**config.mk**
```make
export PLATFORM = sky130hd
export DESIGN_NAME = sub_unit
export DESIGN_NICKNAME = d
export VERILOG_FILES = /design/src/rtl/sub_unit.sv
export SDC_FILE = /design/constraint.sdc
export NUM_CORES = 1
export LEC_CHECK = 0
export ABC_AREA = 1
export CAP_MARGIN = 10
export CORE_ASPECT_RATIO = 0.7
export CORE_MARGIN = 5
export CORE_UTILIZATION = 50
export DETAILED_ROUTE_END_ITERATION = 12
export MAX_ROUTING_LAYER = met4
export PLACE_DENSITY_LB_ADDON = 0.12
export SYNTH_ARGS = -nofsm -noshare
export SYNTH_HDL_FRONTEND = slang
export SYNTH_SLANG_ARGS = --single-unit
```
**constraint.sdc**
```tcl
create_clock -name clk -period 5.75 [get_ports clk]
set_clock_uncertainty 0.05 [all_clocks]
set_input_delay 1.15 -clock clk [delete_from_list [all_inputs] [get_ports clk]]
set_output_delay 1.15 -clock clk [all_outputs]
set_load 0.01 [all_outputs]
```
**src/rtl/sub_unit.sv**
```systemverilog
// sub_unit: single-issue 10-bit a-b unit with borrow-lookahead, registered tagged writeback.
// Optional `SUB_UNIT_FLUSH_EN adds a flush input that abandons the in-flight operation.
module sub_unit #(
  parameter int WIDTH   = 10,
  parameter int TAG_W   = 3,
  parameter int LATENCY = 2
) (
  input  logic             clk,
  input  logic             rst,
  input  logic             issue_valid,
  output logic             issue_ready,
  input  logic [TAG_W-1:0] issue_tag,
  input  logic [WIDTH-1:0] issue_a,
  input  logic [WIDTH-1:0] issue_b,
  output logic             busy,
  output logic             res_valid,
  input  logic             res_ready,
  output logic [TAG_W-1:0] res_tag,
  output logic [WIDTH-1:0] res_diff,
  output logic             res_borrow,
  output logic             res_zero
`ifdef SUB_UNIT_FLUSH_EN
  ,
  input  logic             flush
`endif
);

  typedef enum logic [1:0] {IDLE, EXEC, DONE} state_t;

  state_t           state, state_nxt;
  logic [3:0]       cnt;
  logic [TAG_W-1:0] tag_q;
  logic [WIDTH-1:0] a_q, b_q;
  logic             flush_int;

  logic [WIDTH-1:0] b_inv, gen, prop, diff;
  logic [WIDTH:0]   carry;

`ifdef SUB_UNIT_FLUSH_EN
  assign flush_int = flush;
`else
  assign flush_int = 1'b0;
`endif

  // a - b as a + ~b + 1: carry-in of 1 supplies the two's-complement increment.
  always_comb begin
    b_inv    = ~b_q;
    gen      = a_q & b_inv;
    prop     = a_q ^ b_inv;
    carry    = '0;
    carry[0] = 1'b1;
    for (int i = 0; i < WIDTH; i++) begin
      carry[i+1] = gen[i] | (prop[i] & carry[i]);
    end
    diff = prop ^ carry[WIDTH-1:0];
  end

  always_comb begin
    state_nxt   = state;
    issue_ready = 1'b0;
    busy        = 1'b1;
    case (state)
      IDLE: begin
        issue_ready = 1'b1;
        busy        = 1'b0;
        if (issue_valid) state_nxt = EXEC;
      end
      EXEC: begin
        if (flush_int)     state_nxt = IDLE;
        else if (cnt == 0) state_nxt = DONE;
      end
      DONE: begin
        if (flush_int || res_ready) state_nxt = IDLE;
      end
      default: state_nxt = IDLE;
    endcase
  end

  always_ff @(posedge clk or posedge rst) begin
    if (rst) begin
      state      <= IDLE;
      cnt        <= '0;
      tag_q      <= '0;
      a_q        <= '0;
      b_q        <= '0;
      res_valid  <= 1'b0;
      res_tag    <= '0;
      res_diff   <= '0;
      res_borrow <= 1'b0;
      res_zero   <= 1'b0;
    end else begin
      state     <= state_nxt;
      res_valid <= (state_nxt == DONE);
      if (state == IDLE && issue_valid) begin
        tag_q <= issue_tag;
        a_q   <= issue_a;
        b_q   <= issue_b;
        cnt   <= 4'(LATENCY - 1);
      end
      if (state == EXEC && !flush_int && cnt != 0) cnt <= cnt - 4'd1;
      // Result fields only move on EXEC->DONE, so they hold through backpressure and flush.
      if (state == EXEC && state_nxt == DONE) begin
        res_tag    <= tag_q;
        res_diff   <= diff;
        res_borrow <= ~carry[WIDTH];
        res_zero   <= (diff == '0);
      end
    end
  end

endmodule
```
==> impl_metrics.toml, run 1 <==
[placed_design]
numPortBuffers = 44
hpwl_mm = 2.936
dp_slack_ns = 1.152
routabilityCongestion = 0.8021
placed_cell_area_um2 = 2554

[finish]
fin_area_um2 = 2640
n_antenna_cell = 0
nNetsFinal = 294
drive_gt1_frac = 0.1133
area_growth_pct = 25.30
final_common_cell = "nand2_1"
mostFrequentLayoutCells = "nand2_1 (62), dfrtp_1 (45), clkdlybuf4s50_1 (44)"
utilization = 0.6610

[hold_path]
hp-start = "tag_q[1]"
hold_path_depth = 2
hold_class = "flop to flop"

[global_route]
grt_pass1_vias = 1429
grt_use_total = 0.1653
grt_max_degree = 46
antenna_found_initial = 0
grt_pass1_wl_mm = 6.955
grt_overflow_total = 0

[worst_setup_path]
r2r_start = "a_q[0]"
critPathTopFamily = "adder cells"
cp.required_ns = 5.93
startpoint = "a_q[0]"
worstSetupPathDepth = 15
path_cells = "inv_1 -> ha_1 -> fa_1 -> fa_1 -> fa_1 -> fa_1 -> fa_1 -> fa_1 -> fa_1 -> fa_1 -> fa_1 -> nand2_1 -> nor2_1 -> nand3_1 -> nand2_1"
path_max_fanout = 2
cp_slowest_cell = "fa_1"
cp_common_cell = "fa_1"
crit_buf_inv = 1
path_class = "flop to flop"
r2r_cells = 15
start_kind = "flop"
critPathCaptureType = "flop"
worstPathArrival_ns = 4.84
slowest_delay_ns = 0.53

[power_and_ir_drop]
p_leak_nw = 1.312
switchingPower_mw = 0.6220
p_per_area_nw_per_um2 = 577.4
internal_power_mw = 0.9023
pwr-share-seq = 0.360
pwr-share-clk = 0.126
peakVddDrop_uv = 287.5
netSwitchingFraction = 0.4080
combPwrFrac = 0.514
total_power_mw = 1.524

[routing]
vias = 1458
dr.pass1.iters = 4
wirelength_mm = 3.961
viasPerCell = 4.734
drc = 0
antenna_left = 0
drtIter0Drc = 73
routedWlPerCell_um = 12.86

[cts]
numCtsBuffers = 5
cts.sinks = 45
path_clk_slew_ns = 0.08
tritoncts = "built"
cts_root_buf = "clkbuf_8"
clk_latency_ns = 0.29
clock_path_buffers = 2
post_cts_buffers = 0
htree_levels = 2
ctsHoldBuffers = 0
post_cts_resized = 0

[synthesis]
synth_fa_ha_area_frac = 0.09739
synth_compound_area_frac = 0.09798
yosys-mux-area-fraction = 0
synth_nets = 250
synthXorXnorAreaFrac = 0.004157
avgSynthCellArea_um2 = 9.939
synth-simple-area-share = 0.1954
ys_ff_latch = 45
syn-cell-area_um2 = 2107
synthCells = 212
synth.distinct_cells = 20
synth_top_family_by_area = "simple AND/OR/NAND/NOR gates"
ys.warnings.count = 0
synth_seq_area_share = 0.5344

[timing]
post-route-min-period_ns = 4.656
fmax_ghz = 0.2148
hold_viol = 0
setup_ws_ns = 1.094
post-route-period-util = 0.8097
report.final.slew_viol_count = 0
max-slew-margin-rel = 0.5023
setup_viol = 0
tns_ns = 0
max_slew.worst_pin.slew_ns = 0.7439
rsz0062_at_grt = "false"

[floorplan]
pin_count = 45
die-width_um = 87.59
start_util = 0.5276
num_rows = 19
die_h_um = 64.31
dieArea_um2 = 5633
design.core.area_um2 = 3994

[run]
maxCapViolCount = 0

[status]
status = "completed"
-- cells by family (layout without fill, tap and decap cells) --
family / after synthesis / count (layout)
adders and majority gates: 11 / 11
and+or+nand+nor: 99 / 99
DFF: 45 / 45
buffers and inverters: 30 / 74
xor gates and xnor gates: 1 / 1
AOI/OAI and AO/OA: 26 / 26
-- state kept, by name (all words and copies together) (netlist names) --
name	cells
res_zero	1
state	2
cnt	4
res_diff	10
a_q	10
b_q	10
res_borrow	1
res_valid	1
res_tag	3
tag_q	3
-- worst paths after layout --
path	endpoint	slack, ns
worst max-delay path	res_zero	1.09
worst min-delay path	tag_q[1]	0.42
min in group asynchronous	res_tag[0]	1.25
worst min register to register	tag_q[1]	0.42
max in group asynchronous	b_q[6]	4.01
worst max register to register	res_zero	1.09
-- routing by layer --
layer,track usage,vias to the layer above,part of all wire
li1,-,748,-
met2,0.1927,38,0.38
met1,0.2733,667,0.55
met3,0.03594,5,0.057
met5,-,-,0
met4,0.05172,0,0.011
-- cell type report --
cell class	count	area [um2]
clock buffers	7	86.33
fillers	334	1354
inverters	22	82.58
multi-input cells	137	832.0
flip-flops and latches	45	1126
well taps	52	65.06
repair buffers	45	447.9
-- worst register-to-register path: cells and delay by family (launching register included) --
family,cells,cell delay (ns)
fa+ha+maj,10,3.88
buf+inv,1,0.06
simple gates,4,0.29
flops,1,0.33
-- cell usage after synthesis, drive strengths merged --
cell | number | share of area
o21ai | 13 | 0.050
clkbuf | 1 | 0.0018
fa | 9 | 0.086
o31ai | 2 | 0.0071
xnor2 | 1 | 0.0042
nand2 | 64 | 0.12
nand3 | 18 | 0.043
buf | 7 | 0.030
a21oi | 11 | 0.040
ha | 2 | 0.012
inv | 22 | 0.039
nor2 | 17 | 0.034
dfrtp | 45 | 0.53
-- metrics by stage --
| step | std cells | hold slack [ns] |
|---|---|---|
| after floorplan | 212 | 0.3922 |
| after global placement | 301 | 0.4056 |
| after detailed placement | 301 | 0.4095 |
| after CTS | 308 | 0.4275 |
| after global routing | 308 | 0.4435 |
| final | 308 | 0.4236 |
-- power groups by stage --
stage               registers (mW)  clock network (mW)  logic (mW)
global route                 0.570               0.212       0.903
floorplan                    0.562                   0       0.543
CTS                          0.549               0.196       0.797
detailed placement           0.554                   0       0.791
finish                       0.548               0.192       0.784
global placement             0.551                   0       0.775
Note: power is estimated with default switching activity, not from simulation.
==> run 2, diff against run 1 <==
Clock period 5.75 ns to 4.8 ns, I/O delays scaled along.
==> run 2 against run 1 <==
Utilization grew 0.063 points. Non-clock buffer count did not move. Clock power grew 20%. Critical endpoint unchanged. Hold slack hardly changed.
==> impl_metrics.toml, run 2 (synthesis results as in run 1) <==
[worst_setup_path]
slowest_delay_ns = 0.53
worstPathArrival_ns = 4.77
r2r_cells = 15
path_cells = "inv_1 -> ha_1 -> fa_1 -> fa_1 -> fa_1 -> fa_1 -> fa_1 -> fa_1 -> fa_2 -> fa_1 -> fa_1 -> nand2_1 -> nor2_1 -> nand3_1 -> nand2_1"
cp.required_ns = 4.98
path_max_fanout = 2
crit_buf_inv = 1
path_class = "flop to flop"
critPathCaptureType = "flop"
cp_common_cell = "fa_1"
critPathTopFamily = "adder cells"
worstSetupPathDepth = 15
start_kind = "flop"
cp_slowest_cell = "fa_1"

[routing]
routedWlPerCell_um = 12.91
dr.pass1.iters = 4
wirelength_mm = 3.975
drc = 0
vias = 1456
drtIter0Drc = 71
antenna_left = 0
viasPerCell = 4.727

[timing]
setup_viol = 0
fmax_ghz = 0.2178
tns_ns = 0
max_slew.worst_pin.slew_ns = 0.7517
rsz0062_at_grt = "false"
post-route-min-period_ns = 4.591
post-route-period-util = 0.9565
report.final.slew_viol_count = 0
hold_viol = 0
max-slew-margin-rel = 0.4971

[finish]
n_antenna_cell = 0
seq_area_um2 = 1126
area_growth_pct = 25.42
reg.largest.list = "a_q x10, b_q x10, res_diff x10"
multiInputGateArea_um2 = 834.6
fillers = 338
drive_gt1_frac = 0.1172
mostFrequentLayoutCells = "nand2_1 (62), dfrtp_1 (45), clkdlybuf4s50_1 (44)"
nNetsFinal = 294
final_common_cell = "nand2_1"

[floorplan]
pin_count = 45
dieArea_um2 = 5633
start_util = 0.5276
die-width_um = 87.59
design.core.area_um2 = 3994
die_h_um = 64.31
num_rows = 19

[power_and_ir_drop]
p_leak_nw = 1.311
peakVddDrop_uv = 345.1
p_per_area_nw_per_um2 = 691.6
total_power_mw = 1.828

[global_route]
grt_pass1_vias = 1402
grt_max_degree = 46
antenna_found_initial = 0
grt_overflow_total = 0
grt_pass1_wl_mm = 6.879
grt_use_total = 0.1644

[status]
status = "completed"

[hold_path]
hold_class = "flop to flop"
hold_path_depth = 2

[cts]
cts.sinks = 45
clock_path_buffers = 2
path_clk_slew_ns = 0.08
cts_root_buf = "clkbuf_8"
clk_latency_ns = 0.29
numCtsBuffers = 5
htree_levels = 2
tritoncts = "built"

[placed_design]
hpwl_mm = 2.969
routabilityCongestion = 0.8022
numPortBuffers = 44

[run]
maxCapViolCount = 0
## run 2: cell types whose count changed in the layout (fill, tap and decap cells not counted)
cell / change
fa_1: -1
fa_2: +1
## run 2: metal layers
| metal | track usage | share of wire |
|---|---|---|
| met2 | 0.1936 | 0.38 |
| met1 | 0.2700 | 0.55 |
| met3 | 0.03594 | 0.057 |
| met5 | - | 0 |
| met4 | 0.05172 | 0.011 |
## run 2: repair_timing
action | CTS | global route
resized for setup | 0 | 1
hold buffers | 0 | 0
buffers inserted | 0 | 0
setup endpoints to repair | 0 | 1
endpoints found under the hold margin | 0 | 0
## run 2: worst reg2reg max path: stages, from the launching register on
cell and delay (ns):
dfrtp_1 0.33, inv_1 0.06, ha_1 0.20, fa_1 0.37, fa_1 0.38, fa_1 0.38, fa_1 0.39, fa_1 0.39
fa_1 0.40, fa_2 0.37, fa_1 0.39, fa_1 0.53, nand2_1 0.06, nor2_1 0.09, nand3_1 0.07, nand2_1 0.07
## run 2: worst paths after layout
path | from | to | slack [ns]
max in group asynchronous | rst | b_q[6] | 3.25
worst max-delay path | a_q[0] | res_zero | 0.21
min in group asynchronous | rst | res_tag[0] | 1.06
worst min register to register | tag_q[1] | tag_q[1] | 0.42
worst max register to register | a_q[0] | res_zero | 0.21
worst min-delay path | tag_q[1] | tag_q[1] | 0.42
## run 2: power breakdown
group          switching [mW]  internal (mW)
Sequential              0.102          0.556
Combinational           0.526          0.414
Clock                   0.117          0.114
Total                   0.744           1.08
## run 2: layout make-up
type | count | share of cell area
clock buffers | 7 | 0.03267
multi-input cells | 137 | 0.3158
repair buffers | 45 | 0.1695
well taps | 52 | 0.02462
flip-flops and latches | 45 | 0.4261
inverters | 22 | 0.03125
## run 2: stage by stage
step                      worst slack (ns)  hold slack [ns]  utilization  instances  area (um2)
after floorplan                     0.3331           0.3922            -        212        2107
after global placement              0.2382           0.4056       0.6394        301        2554
after detailed placement            0.2032           0.4090       0.6394        301        2554
after CTS                           0.1460           0.4276       0.6610        308        2640
after global routing              0.004464           0.4462       0.6617        308        2643
final                               0.2089           0.4235       0.6617        308        2643
==> run 3, diff against run 2 <==
Settings changed: CAP_MARGIN 10 to unset.
==> results of run 3 <==
No change in the layout: final DEF, timing and power equal those of run 2.
